$ cat src/rtl/muldiv_ctrl.sv
// Multiply/divide sequencer behind EX: latches operands, drives the external
// multiplier and unsigned divider for a fixed latency, and owns HI/LO.
module muldiv_ctrl #(
    parameter int DIV_CYCLES = 33,
    parameter int MUL_CYCLES = 1
) (
    input  logic        clk,
    input  logic        rst,
    input  logic        flush,
    input  logic        req_valid,
    input  logic [2:0]  req_op,
    input  logic [31:0] req_x,
    input  logic [31:0] req_y,
    output logic        stall,
    output logic [31:0] hi,
    output logic [31:0] lo,
    output logic        mul_signed,
    output logic [31:0] mul_x,
    output logic [31:0] mul_y,
    input  logic [31:0] mul_hi,
    input  logic [31:0] mul_lo,
    output logic        div_en,
    output logic [31:0] div_x,
    output logic [31:0] div_y,
    input  logic [31:0] div_q,
    input  logic [31:0] div_r
);

    localparam int MAX_CYCLES = (DIV_CYCLES > MUL_CYCLES) ? DIV_CYCLES : MUL_CYCLES;
    localparam int CNT_W      = $clog2(MAX_CYCLES) + 1;

    localparam logic [2:0] OP_MULT  = 3'd0;
    localparam logic [2:0] OP_MULTU = 3'd1;
    localparam logic [2:0] OP_DIV   = 3'd2;
    localparam logic [2:0] OP_DIVU  = 3'd3;
    localparam logic [2:0] OP_MTHI  = 3'd4;
    localparam logic [2:0] OP_MTLO  = 3'd5;

    typedef enum logic [1:0] {
        S_IDLE,
        S_MUL,
        S_DIV,
        S_DONE
    } state_e;

    state_e             state_q, state_d;
    logic [CNT_W-1:0]   cnt_q, cnt_d;
    logic [31:0]        hi_q, hi_d;
    logic [31:0]        lo_q, lo_d;
    logic [31:0]        mx_q, mx_d;
    logic [31:0]        my_q, my_d;
    logic [31:0]        dx_q, dx_d;
    logic [31:0]        dy_q, dy_d;
    logic               x_neg_q, x_neg_d;
    logic               y_neg_q, y_neg_d;
    logic               signed_q, signed_d;

    logic               req_signed_div;
    logic [31:0]        req_abs_x;
    logic [31:0]        req_abs_y;
    logic [31:0]        q_fix;
    logic [31:0]        r_fix;

    // The divider is unsigned: feed it magnitudes, then restore the signs of
    // quotient (sign of x xor y) and remainder (sign of the dividend).
    assign req_signed_div = (req_op == OP_DIV);
    assign req_abs_x      = (req_signed_div && req_x[31]) ? -req_x : req_x;
    assign req_abs_y      = (req_signed_div && req_y[31]) ? -req_y : req_y;
    assign q_fix          = (signed_q && (x_neg_q != y_neg_q)) ? -div_q : div_q;
    assign r_fix          = (signed_q && x_neg_q) ? -div_r : div_r;

    always_comb begin
        // NOTE: every next-state variable is defaulted to its current value
        // first, so no path through the case statement can infer a latch.
        state_d  = state_q;
        cnt_d    = cnt_q;
        hi_d     = hi_q;
        lo_d     = lo_q;
        mx_d     = mx_q;
        my_d     = my_q;
        dx_d     = dx_q;
        dy_d     = dy_q;
        x_neg_d  = x_neg_q;
        y_neg_d  = y_neg_q;
        signed_d = signed_q;

        case (state_q)
            S_IDLE: begin
                if (req_valid && !flush) begin
                    case (req_op)
                        OP_MULT, OP_MULTU: begin
                            mx_d     = req_x;
                            my_d     = req_y;
                            signed_d = (req_op == OP_MULT);
                            cnt_d    = CNT_W'(MUL_CYCLES - 1);
                            state_d  = S_MUL;
                        end
                        OP_DIV, OP_DIVU: begin
                            if (req_y != 32'd0) begin
                                dx_d     = req_abs_x;
                                dy_d     = req_abs_y;
                                x_neg_d  = req_x[31];
                                y_neg_d  = req_y[31];
                                signed_d = req_signed_div;
                                cnt_d    = CNT_W'(DIV_CYCLES - 1);
                                state_d  = S_DIV;
                            end else begin
                                state_d  = S_DONE;
                            end
                        end
                        OP_MTHI: hi_d = req_x;
                        OP_MTLO: lo_d = req_x;
                        default: ;
                    endcase
                end
            end
            S_MUL: begin
                if (flush) begin
                    state_d = S_IDLE;
                end else if (cnt_q == '0) begin
                    hi_d    = mul_hi;
                    lo_d    = mul_lo;
                    state_d = S_DONE;
                end else begin
                    cnt_d   = cnt_q - CNT_W'(1);
                end
            end
            S_DIV: begin
                if (flush) begin
                    state_d = S_IDLE;
                end else if (cnt_q == '0) begin
                    hi_d    = r_fix;
                    lo_d    = q_fix;
                    state_d = S_DONE;
                end else begin
                    cnt_d   = cnt_q - CNT_W'(1);
                end
            end
            S_DONE:  state_d = S_IDLE;
            default: state_d = S_IDLE;
        endcase
    end

    // NOTE: state is updated only with non-blocking assignments so every flop
    // samples the pre-edge values computed above.
    always_ff @(posedge clk) begin
        if (rst) begin
            state_q  <= S_IDLE;
            cnt_q    <= '0;
            hi_q     <= '0;
            lo_q     <= '0;
            mx_q     <= '0;
            my_q     <= '0;
            dx_q     <= '0;
            dy_q     <= '0;
            x_neg_q  <= 1'b0;
            y_neg_q  <= 1'b0;
            signed_q <= 1'b0;
        end else begin
            state_q  <= state_d;
            cnt_q    <= cnt_d;
            hi_q     <= hi_d;
            lo_q     <= lo_d;
            mx_q     <= mx_d;
            my_q     <= my_d;
            dx_q     <= dx_d;
            dy_q     <= dy_d;
            x_neg_q  <= x_neg_d;
            y_neg_q  <= y_neg_d;
            signed_q <= signed_d;
        end
    end

    // Stall is combinational so the requesting instruction freezes in cycle T.
    assign stall = !rst && !flush &&
                   ((state_q == S_MUL) || (state_q == S_DIV) ||
                    ((state_q == S_IDLE) && req_valid && !req_op[2]));

    assign div_en     = !rst && (state_q == S_DIV);
    assign hi         = hi_q;
    assign lo         = lo_q;
    assign mul_signed = signed_q;
    assign mul_x      = mx_q;
    assign mul_y      = my_q;
    assign div_x      = dx_q;
    assign div_y      = dy_q;

endmodule
$ cat config.mk
export PLATFORM = sky130hd
export DESIGN_NAME = muldiv_ctrl
export DESIGN_NICKNAME = d
export VERILOG_FILES = /design/src/rtl/muldiv_ctrl.sv
export SDC_FILE = /design/constraint.sdc
export NUM_CORES = 1
export LEC_CHECK = 0
export BUFFER_PORTS_ARGS = -buffer_cell sky130_fd_sc_hd__clkbuf_2
export CORE_MARGIN = 1
export CORE_UTILIZATION = 50
export DETAILED_ROUTE_END_ITERATION = 8
export PLACE_DENSITY = 0.79
export SLEW_MARGIN = 20
export SYNTH_ARGS = -nofsm -noshare
export SYNTH_HDL_FRONTEND = slang
export SYNTH_SLANG_ARGS = --single-unit
$ cat constraint.sdc
create_clock -name clk -period 5.6 [get_ports clk]
set_input_delay 0.28 -clock clk [delete_from_list [all_inputs] [get_ports clk]]
set_output_delay 0.28 -clock clk [all_outputs]
set_load 0.02 [all_outputs]
# Word level (Yosys, flattened, before mapping)
# Index checks and enable logic that the tools add are counted.
# Widths: inputs -> output; s select.
dict set report classes {
  shifts 0
  n_lt_le_gt_ge 0
  div_mod_pow 0
  muxes 32
  n_reduce_logical 32
  addsub 5
  n_bitwise 0
  eq_ne 22
  mul 0
}
# cell n
set op_table {}
lappend op_table {{$mux 32} 16}
lappend op_table {{$pmux 32 s3} 2}
lappend op_table {{$neg 32->32} 4}
lappend op_table {{$reduce_bool 32->1} 1}
lappend op_table {{$mux 7} 4}
lappend op_table {{$pmux 7 s2} 2}
lappend op_table {{$ne 2x2->1 const B} 8}
lappend op_table {{$reduce_and 7->1} 2}
lappend op_table {{$logic_and 1x1->1} 10}
lappend op_table {{$reduce_and 4->1} 2}
lappend op_table {{$logic_not 7->1} 1}
lappend op_table {{$sub 7x1->7 const B} 1}
lappend op_table {{$eq 3x2->1 const B} 2}
lappend op_table {{$eq 3x3->1 const B} 2}
lappend op_table {{$mux 2} 3}
lappend op_table {{$ne 3x1->1 const B} 2}
lappend op_table {{$pmux 2 s3} 1}
lappend op_table {{$reduce_and 3->1} 2}
lappend op_table {{$reduce_and 6->1} 1}
lappend op_table {{$reduce_or 2->1} 3}
lappend op_table {{$eq 2x2->1 const B} 2}
lappend op_table {{$ne 2x1->1 const B} 2}
lappend op_table {{$pmux 2 s2} 1}
lappend op_table {{$reduce_bool 2->1} 2}
lappend op_table {{11 further kinds} 15}
dict set report word_totals {
  mem_count 0
  output_inout_bits 195
  wordCells 102
  ram_bits 0
  mem_bits_ro 0
  register_bits 204
  input_bits 199
  latch_bits 0
}

# Logic depth before layout (Yosys ltp)
dict set report logic_depth {
  word_depth 6
  mapped_depth 10
  mapped_depth_nobuf 8
}

# Least setup slack after synthesis
# No wires, ideal clock.
dict set report synth_timing {
  path_type {reg-to-output}
  start {register state_q[0]}
  end {output stall}
  required_time_ns 5.320
  n_path_buf 3
  arrival_ns 2.119
  stages_incl_launch_ff 8
  setup_slack_ns 3.201
  cell_sequence {dfxtp_1 -> inv_1 -> ha_1 -> clkbuf_1 -> clkbuf_1 -> clkbuf_1 -> nor2_1 -> nor3_1}
}
dict set report synth_via {
  elab_chain_cells 5
  elab_cells_between_ends 8
  classes_between {eq/ne (2); reduce/logical (6)}
}
# item line_no
set synth_lines {}
lappend synth_lines {{start: declaration} 46} ;# state_e state_q, state_d;
lappend synth_lines {{start signal: assignment} 160} ;# state_q <= state_d;
lappend synth_lines {{$logic_not 2->1} 177} ;# ((state_q == S_IDLE) && req_valid && !req_op[2]));
lappend synth_lines {{$logic_and 1x1->1 (2 in series)} 177}
lappend synth_lines {{$logic_or 1x1->1 *} 176} ;# ((state_q == S_MUL) || (state_q == S_DIV) ||
lappend synth_lines {{$logic_and 1x1->1 *} 175} ;# assign stall = !rst && !flush &&
lappend synth_lines {{end: declaration} 14} ;# output logic stall,
# Every way passes the cells marked *; elsewhere a longest branch is shown, timed or not.

# Worst setup path in the final report
dict set report layout_timing {
  start {register state_q[0]}
  end {output div_en}
}
dict set report layout_via {
  elab_chain_cells 2
}
# item line_no
set layout_lines {}
lappend layout_lines {{$eq 2x2->1} 179} ;# assign div_en = !rst && (state_q == S_DIV);
lappend layout_lines {{$logic_and 1x1->1} 179}
lappend layout_lines {{end: declaration} 22} ;# output logic div_en,
# No other way between the ends.

==> results.yml <==
run_status:
  status: "complete, but fails checks"
  violations: "DRC"
sta:
  worst_pin_slew_ns: 0.964
  setup_viol: 0
  relSlewSlack_pct: 35.6
  period_share_pct: 52.7
  hold_viol: 0
  rsz0062_at_grt: "no"
  tns_ns: 0
  hold_slack_ns: 0.0184
  max_freq_mhz: 339
  fin_crit_ns: 2.95
  skew_ns: 0.00987
  slew_violations: 0
clock_tree:
  htree_levels: 1
  post_cts_buffers: 0
  cts_tree: "done"
  insertion_delay_ns: 0.53
  clkSinkCount: 204
  clockRootBuffer: "clkbuf_16"
  hold_buffers: 0
  clockBufferDepth: 3
  cts_made_buffers: 23
  cts-resized-gates: 0
  clk_pin_slew_ns: 0.06
detailed_routing:
  routed_wl_um: 43100
  drt_iter0_drc: 1302
  final_antenna_net_count: 0
  via_per_inst: 6.17
  firstDrtPassIters: 9
  wl_per_cell_um: 21.0
  drcViolationCount: 28
  dr_total_vias: 12700
logic_synthesis:
  synth-seq-area-share_pct: 36.2
  syn_inst: 1448
  post-synth-top-count-cell: "nand2_1"
  synth-seq-cells: 204
  synthTopCellsByCount: "nand2_1 (216), dfxtp_1 (204), a21oi_1 (164), nor2_1 (120), clkbuf_1 (106)"
  yosysTopAreaCell: "dfxtp_1"
  ys_types: 68
  async_flop_share_pct: 0
  synth_area_leaders: "dfxtp_1 (36%), a21oi_1 (7.3%), nand2_1 (7.2%), xnor2_1 (5.9%), nor2_1 (4.0%)"
  synth-edff-count: 0
  synth.net_count: 1658
  syn_area_per_cell_sq_um: 7.79
  netlist.area_leader.share_pct: 36.2
  syn_area_sq_um: 11300
  ys_warn_count: 0
  synth_flop_cell: "dfxtp_1"
power_and_ir_drop:
  vdd_drop_max_v: 0.000299
  pwr-share-seq_pct: 32.6
  p_sw_share_pct: 43.1
  clockPowerShare_pct: 26.1
  p_comb_share_pct: 41.3
  intPower_mw: 3.26
  p_leak_nw: 5.61
  power.density_nw_per_um2: 409
  power.total_mw: 5.72
  switchingPower_mw: 2.46
die:
  start_util_pct: 51.3
  chipHeight_um: 152
  io_pins: 394
  die_w_um: 152
  dieArea_sq_um: 23200
  row_count: 54
  core-area_sq_um: 22000
grt:
  grt_util_all_layers_pct: 35.8
  grt_max_degree: 88
  grt_pass1_wl_um: 66000
  antenna_found_initial: 1
  grt_pass1_vias: 11800
  overflow: 0
final_layout:
  area_growth_pct: 23.8
  drive_gt1_share_pct: 26.7
  final_core_util_pct: 63.6
  nets: 1968
hold_path:
  worstHoldPathCells: 3
  hold_class: "in2reg"
critical_path:
  critical-path-top-delay-family: "buffers and inverters"
  critPathKind: "reg2out"
  cpPeakStageDelay_ns: 0.59
  critPathRequiredTime_ns: 5.32
  worst-path-buf-inv: 4
  critPathArrivalTime_ns: 2.67
  crit_path_max_fanout: 68
  worstRegToRegCells: 9
  startpoint_type: "flop"
  cpMaxStageDelayCell: "buf_4"
  cp.depth: 6
  endpoint_kind: "output pin"
  cp_cell_sequence: "inv_1 -> ha_2 -> buf_4 -> inv_1 -> nor2_1 -> clkbuf_2"
  crit_path_frequent_cell: "inv_1"
placement:
  gp_congestion: 1.00
  portBuffers: 393
  dp_hpwl_um: 31900
flow_run:
  cap_violations: 0
==> layer usage <==
metal | GRT usage (%) | part of all wire (%)
met1 | 42.1 | 37
met2 | 60.6 | 47
met3 | 7.31 | 9.8
met4 | 20.9 | 6.0
met5 | 0 | 0
==> worst reg2reg max path: cells and delay by family (launching register included) <==
| kind | cells | cell delay, ns |
|---|---|---|
| adders and majority gates | 1 | 0.14 |
| buffers and inverters | 2 | 0.54 |
| and+or+nand+nor | 2 | 0.96 |
| DFF | 1 | 0.32 |
| AOI/OAI and AO/OA | 4 | 0.86 |
==> area by class of cell <==
cell class | instances | area, sq um
Inverter | 28 | 105
Fill cell | 1995 | 8000
Clock inverter | 10 | 115
Antenna cell | 1 | 2.50
Multi-Input combinational cell | 1096 | 6640
Tap cell | 280 | 350
Sequential cell | 204 | 4080
Clock buffer | 29 | 608
Timing Repair Buffer | 405 | 2060
==> power by group through the flow <==
stage / sequential (mW) / clock, mW / combinational, mW
floorplan: 2.14 / 0 / 1.18
global placement: 1.88 / 0 / 2.30
detailed placement: 1.88 / 0 / 2.32
CTS: 1.86 / 1.50 / 2.32
global route: 1.89 / 1.55 / 2.50
finish: 1.87 / 1.49 / 2.36
==> registers in the layout, indices dropped and copies added, names as in the netlist <==
register,flops
div_x,32
hi,32
y_neg_q,1
state_q,2
div_y,32
mul_y,32
mul_signed,1
mul_x,32
lo,32
x_neg_q,1
cnt_q,7
==> per-stage QoR <==
step                      setup slack (ns)  cells  area (sq um)
final                                 2.65   2053         14000
after global routing                  2.49   2053         14000
after CTS                             2.68   2052         14000
after detailed placement              2.73   2013         13200
after global placement                2.78   2013         13200
after floorplan                       3.20   1448         11300
==> logic make-up after synthesis <==
logic type | count (synthesis) | synth area share [%]
AO/OA/AOI/OAI | 446 | 26.3
XOR/XNOR | 111 | 8.62
adder cells (fa/ha/maj) | 11 | 1.22
buffers and inverters | 148 | 5.17
flip-flops | 204 | 36.2
multiplexers | 6 | 0.544
AND/OR/NAND/NOR | 522 | 22.0
==> placed cells by master (no fill, tap or decap), drive strengths merged, types with 34 or more instances in the layout <==
master	Yosys	final
o21ai	64	64
xor2	35	35
o41ai	48	48
dfxtp	204	204
nand2	216	216
clkbuf	108	421
xnor2	76	76
a21oi	164	164
nand3	45	45
nor3	34	34
a221oi	38	38
nor2	120	120
==> worst paths after layout <==
path                           start                     end  slack (ns)
max reg2reg    cnt_q[0]$_SDFFE_PP0P_     lo[22]$_SDFFE_PP0P_        2.68
min                        req_y[17]  mul_y[17]$_SDFFE_PP0P_        0.02
max          state_q[0]$_SDFFE_PP0P_                  div_en        2.65
min reg2reg    mul_y[6]$_SDFFE_PP0P_   mul_y[6]$_SDFFE_PP0P_        0.45
Power figures use the tool's default switching activity.
